### config.mk
export PLATFORM = sky130hd
export DESIGN_NAME = lcd_de_rx
export DESIGN_NICKNAME = d
export VERILOG_FILES = /design/src/rtl/lcd_de_rx_pkg.sv /design/src/rtl/lcd_de_meas.sv /design/src/rtl/lcd_de_rx.sv
export SDC_FILE = /design/constraint.sdc
export NUM_CORES = 1
export LEC_CHECK = 0
export ABC_CLOCK_PERIOD_IN_PS = 3000
export CAP_MARGIN = 25
export CORE_MARGIN = 2
export CORE_UTILIZATION = 45
export DETAILED_ROUTE_END_ITERATION = 8
export PLACE_DENSITY_LB_ADDON = 0.15
export REMOVE_ABC_BUFFERS = 1
export SYNTH_ARGS = -nofsm -noshare
export SYNTH_HDL_FRONTEND = slang
export SYNTH_SLANG_ARGS = --single-unit
### constraint.sdc
create_clock -name pixel_clk -period 3 [get_ports pixel_clk]
set_input_delay 0.3 -clock pixel_clk [delete_from_list [all_inputs] [get_ports pixel_clk]]
set_output_delay 0.3 -clock pixel_clk [all_outputs]
set_load 0.05 [all_outputs]
### src/rtl/lcd_de_rx_pkg.sv
// Shared LCD timing constants and receiver FSM state encoding, common with the LCD driver.
// Pure definitions: no logic, no latency, no backpressure.
package lcd_de_rx_pkg;

   localparam int LCD_WIDTH  = 640;
   localparam int LCD_HEIGHT = 480;
   localparam int H_BLANKING = 160;
   localparam int V_BLANKING = 45;

   typedef enum logic [1:0] {
      SEARCH = 2'd0,
      VBLANK = 2'd1,
      LINE   = 2'd2,
      HBLANK = 2'd3
   } state_t;

endpackage

### src/rtl/lcd_de_meas.sv
// DE blank-run, run-length and line counters with saturation, plus width/height compare pulses.
// Error pulses appear one cycle after the line_end/frame_end strobe; no backpressure.
module lcd_de_meas
   import lcd_de_rx_pkg::*;
#(
   parameter int H_ACTIVE      = LCD_WIDTH,
   parameter int V_ACTIVE      = LCD_HEIGHT,
   parameter int VBLANK_DETECT = 1000
) (
   input  logic        clk,
   input  logic        rst,
   input  logic        de,
   input  logic        line_start,
   input  logic        frame_start,
   input  logic        line_end,
   input  logic        frame_end,
   output logic        blank_hit,
   output logic [10:0] run_len,
   output logic [9:0]  line_cnt,
   output logic [10:0] meas_width,
   output logic [9:0]  meas_height,
   output logic        err_width,
   output logic        err_height
);

   localparam int BW = $clog2(VBLANK_DETECT + 1);
   localparam logic [BW-1:0] VD_B = BW'(VBLANK_DETECT);
   localparam logic [10:0]   H_W  = 11'(H_ACTIVE);
   localparam logic [9:0]    V_W  = 10'(V_ACTIVE);

   logic [BW-1:0] blank_cnt;

   assign blank_hit = (blank_cnt == VD_B);

   always_ff @(posedge clk) begin
      if (rst) begin
         blank_cnt   <= '0;
         run_len     <= '0;
         line_cnt    <= '0;
         meas_width  <= '0;
         meas_height <= '0;
         err_width   <= 1'b0;
         err_height  <= 1'b0;
      end else begin
         if (de)
            blank_cnt <= '0;
         else if (!blank_hit)
            blank_cnt <= blank_cnt + BW'(1);

         // run_len is the count of pixels so far in the line, i.e. the x of the next pixel
         if (line_start)
            run_len <= 11'd1;
         else if (de && run_len != 11'h7ff)
            run_len <= run_len + 11'd1;

         if (frame_start)
            line_cnt <= 10'd1;
         else if (line_start && line_cnt != 10'h3ff)
            line_cnt <= line_cnt + 10'd1;

         err_width  <= 1'b0;
         err_height <= 1'b0;
         if (line_end) begin
            meas_width <= run_len;
            err_width  <= (run_len != H_W);
         end
         if (frame_end) begin
            meas_height <= line_cnt;
            err_height  <= (line_cnt != V_W);
         end
      end
   end

endmodule

### src/rtl/lcd_de_rx.sv
// DE-mode RGB receiver: recovers x/y, qualifies pixels, tracks lock from error-free frames.
// de_in -> pix_valid latency is 2 cycles; stream-only, no backpressure.
module lcd_de_rx
   import lcd_de_rx_pkg::*;
#(
   parameter int H_ACTIVE      = LCD_WIDTH,
   parameter int V_ACTIVE      = LCD_HEIGHT,
   parameter int VBLANK_DETECT = 1000,
   parameter int LOCK_FRAMES   = 2
) (
   input  logic        pixel_clk,
   input  logic        rst,
   input  logic        de_in,
   input  logic [7:0]  r_in,
   input  logic [7:0]  g_in,
   input  logic [7:0]  b_in,
   output logic        pix_valid,
   output logic [23:0] pix_data,
   output logic [9:0]  pix_x,
   output logic [9:0]  pix_y,
   output logic        sof,
   output logic        eol,
   output logic        locked,
   output logic        err_width,
   output logic        err_height,
   output logic [10:0] meas_width,
   output logic [9:0]  meas_height
);

   localparam logic [10:0] H_W    = 11'(H_ACTIVE);
   localparam logic [9:0]  V_W    = 10'(V_ACTIVE);
   localparam logic [7:0]  LOCK_W = 8'(LOCK_FRAMES);

   logic        de_s0;
   logic [23:0] rgb_s0;
   state_t      state, state_nxt;
   logic        pixel, frame_start, line_start, line_end, frame_end;
   logic        blank_hit;
   logic [10:0] run_len;
   logic [9:0]  line_cnt;
   logic [10:0] cur_x;
   logic [9:0]  cur_y;
   logic        pix_ok;
   logic [7:0]  good_cnt;
   logic        frame_done, frame_bad;

   lcd_de_meas #(
      .H_ACTIVE      (H_ACTIVE),
      .V_ACTIVE      (V_ACTIVE),
      .VBLANK_DETECT (VBLANK_DETECT)
   ) u_meas (
      .clk         (pixel_clk),
      .rst         (rst),
      .de          (de_s0),
      .line_start  (line_start),
      .frame_start (frame_start),
      .line_end    (line_end),
      .frame_end   (frame_end),
      .blank_hit   (blank_hit),
      .run_len     (run_len),
      .line_cnt    (line_cnt),
      .meas_width  (meas_width),
      .meas_height (meas_height),
      .err_width   (err_width),
      .err_height  (err_height)
   );

   // A vblank decision and a DE rise can land on the same sample; the rise then opens the new frame.
   always_comb begin
      state_nxt   = state;
      pixel       = 1'b0;
      frame_start = 1'b0;
      line_start  = 1'b0;
      line_end    = 1'b0;
      frame_end   = 1'b0;
      case (state)
         SEARCH: begin
            if (blank_hit) begin
               if (de_s0) begin
                  pixel       = 1'b1;
                  frame_start = 1'b1;
                  line_start  = 1'b1;
                  state_nxt   = LINE;
               end else begin
                  state_nxt = VBLANK;
               end
            end
         end
         VBLANK: begin
            if (de_s0) begin
               pixel       = 1'b1;
               frame_start = 1'b1;
               line_start  = 1'b1;
               state_nxt   = LINE;
            end
         end
         LINE: begin
            if (de_s0) begin
               pixel = 1'b1;
            end else begin
               line_end  = 1'b1;
               state_nxt = HBLANK;
            end
         end
         HBLANK: begin
            if (blank_hit) begin
               frame_end = 1'b1;
               if (de_s0) begin
                  pixel       = 1'b1;
                  frame_start = 1'b1;
                  line_start  = 1'b1;
                  state_nxt   = LINE;
               end else begin
                  state_nxt = VBLANK;
               end
            end else if (de_s0) begin
               pixel      = 1'b1;
               line_start = 1'b1;
               state_nxt  = LINE;
            end
         end
         default: state_nxt = SEARCH;
      endcase
   end

   assign cur_x  = line_start ? 11'd0 : run_len;
   assign cur_y  = frame_start ? 10'd0 : (line_start ? line_cnt : line_cnt - 10'd1);
   assign pix_ok = pixel && (cur_x < H_W) && (cur_y < V_W);

   always_ff @(posedge pixel_clk) begin
      if (rst) begin
         de_s0      <= 1'b0;
         rgb_s0     <= '0;
         state      <= SEARCH;
         pix_valid  <= 1'b0;
         pix_data   <= '0;
         pix_x      <= '0;
         pix_y      <= '0;
         sof        <= 1'b0;
         eol        <= 1'b0;
         locked     <= 1'b0;
         good_cnt   <= '0;
         frame_done <= 1'b0;
         frame_bad  <= 1'b0;
      end else begin
         de_s0     <= de_in;
         rgb_s0    <= {r_in, g_in, b_in};
         state     <= state_nxt;
         pix_valid <= pix_ok;
         sof       <= pix_ok && frame_start;
         eol       <= pix_ok && (cur_x == H_W - 11'd1);
         if (pix_ok) begin
            pix_data <= rgb_s0;
            pix_x    <= cur_x[9:0];
            pix_y    <= cur_y;
         end

         // frame_done lines up with err_height, so the height verdict is known when scoring the frame
         frame_done <= frame_end;
         if (frame_done)
            frame_bad <= 1'b0;
         else if (err_width)
            frame_bad <= 1'b1;

         if (err_width || err_height) begin
            good_cnt <= '0;
            locked   <= 1'b0;
         end else if (frame_done) begin
            if (frame_bad) begin
               good_cnt <= '0;
               locked   <= 1'b0;
            end else if (good_cnt != 8'hff) begin
               good_cnt <= good_cnt + 8'd1;
               locked   <= (good_cnt + 8'd1) >= LOCK_W;
            end
         end
      end
   end

endmodule

==> out/results.ini <==
[run_status]
status=completed

[timing]
rsz0062_at_grt=false
slew_headroom_pct=52.0
drv_slew=0
hold_viol=0
fin_crit_ns=2.76
worst_slew_pin_slew_ns=0.718
timing.hold.ws_ns=0.425
finClkSkew_ns=0.0122
fin_tns_setup_ns=0
setup_viol=0
period_share_pct=92.1
fmax_mhz=362

[clock_tree]
cts_tree=done
ctsHtreeMaxLevel=4
clock_sinks=139
ctsRootBufferMaster=clkbuf_16
insertion_delay_ns=0.42
clockBufferDepth=2
clk_pin_slew_ns=0.06
numCtsBuffers=17

[worst_setup_path]
r2r_start=state[0]
worst_setup_path_end_kind=register
path_class=register to register
arrival_ns=3.11
crit_fanout=24
worstSetupStartpointType=register
required_ns=3.35
cp-startpoint=state[0]

[placement]
globalplace.congestion=0.890
dpl.hpwl_mm=9.96
io_buffers=97

[global_routing]
grt_usage_pct=20.7
grt_pass1_wl_mm=24.3
grt-ovfl-total=0
antenna_found_initial=0
grt_max_degree=56
first_global_vias=5103

[logic_synthesis]
yosys-top-cells-count=dfxtp_1, nand2_1, a21oi_1
synth_cells=700
post_synth_num_cell_types=63
synth_edf_count=0
yosysTopAreaCell=dfxtp_1
synthFlopType=dfxtp_1
yosysTopAreaCellShare_pct=45.6
ys_seq_elements=139
synth_area_mm2=0.00610
synth.area.top_cells=dfxtp_1, nand2_1, a21oi_1
syn_area_per_cell_um2=8.71
synth-async-reset-ratio_pct=0
synth.yosys.seq_area_share_pct=45.6
yosysMostFrequentCell=dfxtp_1
yosys_warnings=0

[job]
maxCapViolations=0

[final_layout]
area_delta_synth_final_pct=29.3
drive_above_1_share_pct=9.38
fillers=1155
multi_input_area_mm2=0.00304
n_antenna_cell=0
regArea_mm2=0.00278
nNetsFinal=829

[routing]
drc=0
ant_nets=0
wl_mm=14.4
wl_per_cell_um=14.8
post_drt_via_cell_ratio=5.38
dr.pass1.iters=4
vias=5252
drt_iter0_drc=289

[floorplan]
placementRows=42
initial_core_util_pct=46.0
core_area_mm2=0.0132
fp.dieH_um=120
die_width_um=120
num_io_pins=98
die-area_mm2=0.0145

[power]
power.leakage_nw=2.84
ir_drop_mv=0.395
p_per_area_mw_per_mm2=565

[worst_hold_path]
hold_class=input pin to register
hold_start=g_in[6]

==> kinds of logic after synthesis <==
family          count (synthesis)  synth area share [%]
buf+inv                        71                  4.90
xor+xnor                       35                  5.03
fa+ha+maj                      15                  3.08
simple gates                  290                  23.8
compound gates                130                  14.2
flops                         139                  45.6
mux                            20                  3.41
==> cell usage in the layout, fill, tap and decap left out, types with 17 or more instances in the layout <==
cell	count
nor2_1	53
nand4_1	34
nor2b_1	29
clkdlybuf4s50_1	96
xnor2_1	18
xor2_1	17
mux2i_1	17
a21oi_1	64
clkbuf_16	17
buf_4	25
nand3_1	31
o31ai_1	24
nor3_1	17
dfxtp_1	139
nand2_1	86
==> state kept, by name, summed over array words and instances, names as in the netlist, 2 cells and up <==
| signal | count |
|---|---|
| good_cnt | 8 |
| pix_data | 24 |
| pix_x | 10 |
| pix_y | 10 |
| rgb_s0 | 24 |
| state | 2 |
| u_meas.blank_cnt | 10 |
| u_meas.line_cnt | 10 |
| u_meas.meas_height | 10 |
| u_meas.meas_width | 11 |
| u_meas.run_len | 11 |
==> stage by stage <==
stage               utilization, %  setup WS, ns  cells  cell area, um2  power (mW)
CTS                           59.2        0.0319    975            7840        4.48
global route                  59.5       0.00866    976            7880        4.63
finish                        59.5         0.237    976            7880        4.45
global placement              54.6         0.243    943            7230        2.32
detailed placement            54.6        0.0905    943            7230        2.34
floorplan                        -        -0.195    645            5860        2.17
==> routing by layer <==
layer  share of wire [%]  routed length (um)  GRT usage, %  up-vias
li1                    -                   -             -     2629
met1                  46                6640          25.9     2491
met2                  48                6960          34.3      118
met3                 4.1                 597          5.42       14
met4                 1.5                 218          7.99        0
met5                   0                   0             0        -
==> final timing paths <==
kind,to,slack (ns),cells after the start
max,pix_data[2],0.24,9
min,rgb_s0[14],0.43,2
max reg2reg,pix_data[2],0.24,9
min reg2reg,pix_data[13],0.45,2
==> final cells by class <==
cell class	instances	share of cell area, %
Tap cell	176	2.79
Clock inverter	14	2.17
Clock buffer	18	5.57
Multi-Input combinational cell	490	38.6
Inverter	16	0.762
Sequential cell	139	35.3
Timing Repair Buffer	123	14.8
==> repair_timing <==
action,4_1_cts,5_1_grt
hold buffers,0,0
setup buffers,0,1
hold endpoints to repair,0,0
endpoints found under the setup margin,0,46
gates resized for setup,0,6
==> critical path, cell delays in order (launching register included) <==
cell	delay (ns)
dfxtp_1	0.41
inv_1	0.12
ha_1	0.24
nand3b_1	0.19
or4_1	0.58
a21boi_1	0.29
o21a_1	0.26
buf_4	0.31
o31ai_1	0.12
a21oi_1	0.16
==> report_power, final <==
| group | switching (mW) | internal (mW) |
|---|---|---|
| logic | 0.258 | 0.153 |
| registers | 0.0281 | 1.88 |
| clock network | 0.852 | 1.28 |
Power figures use the tool's default switching activity.
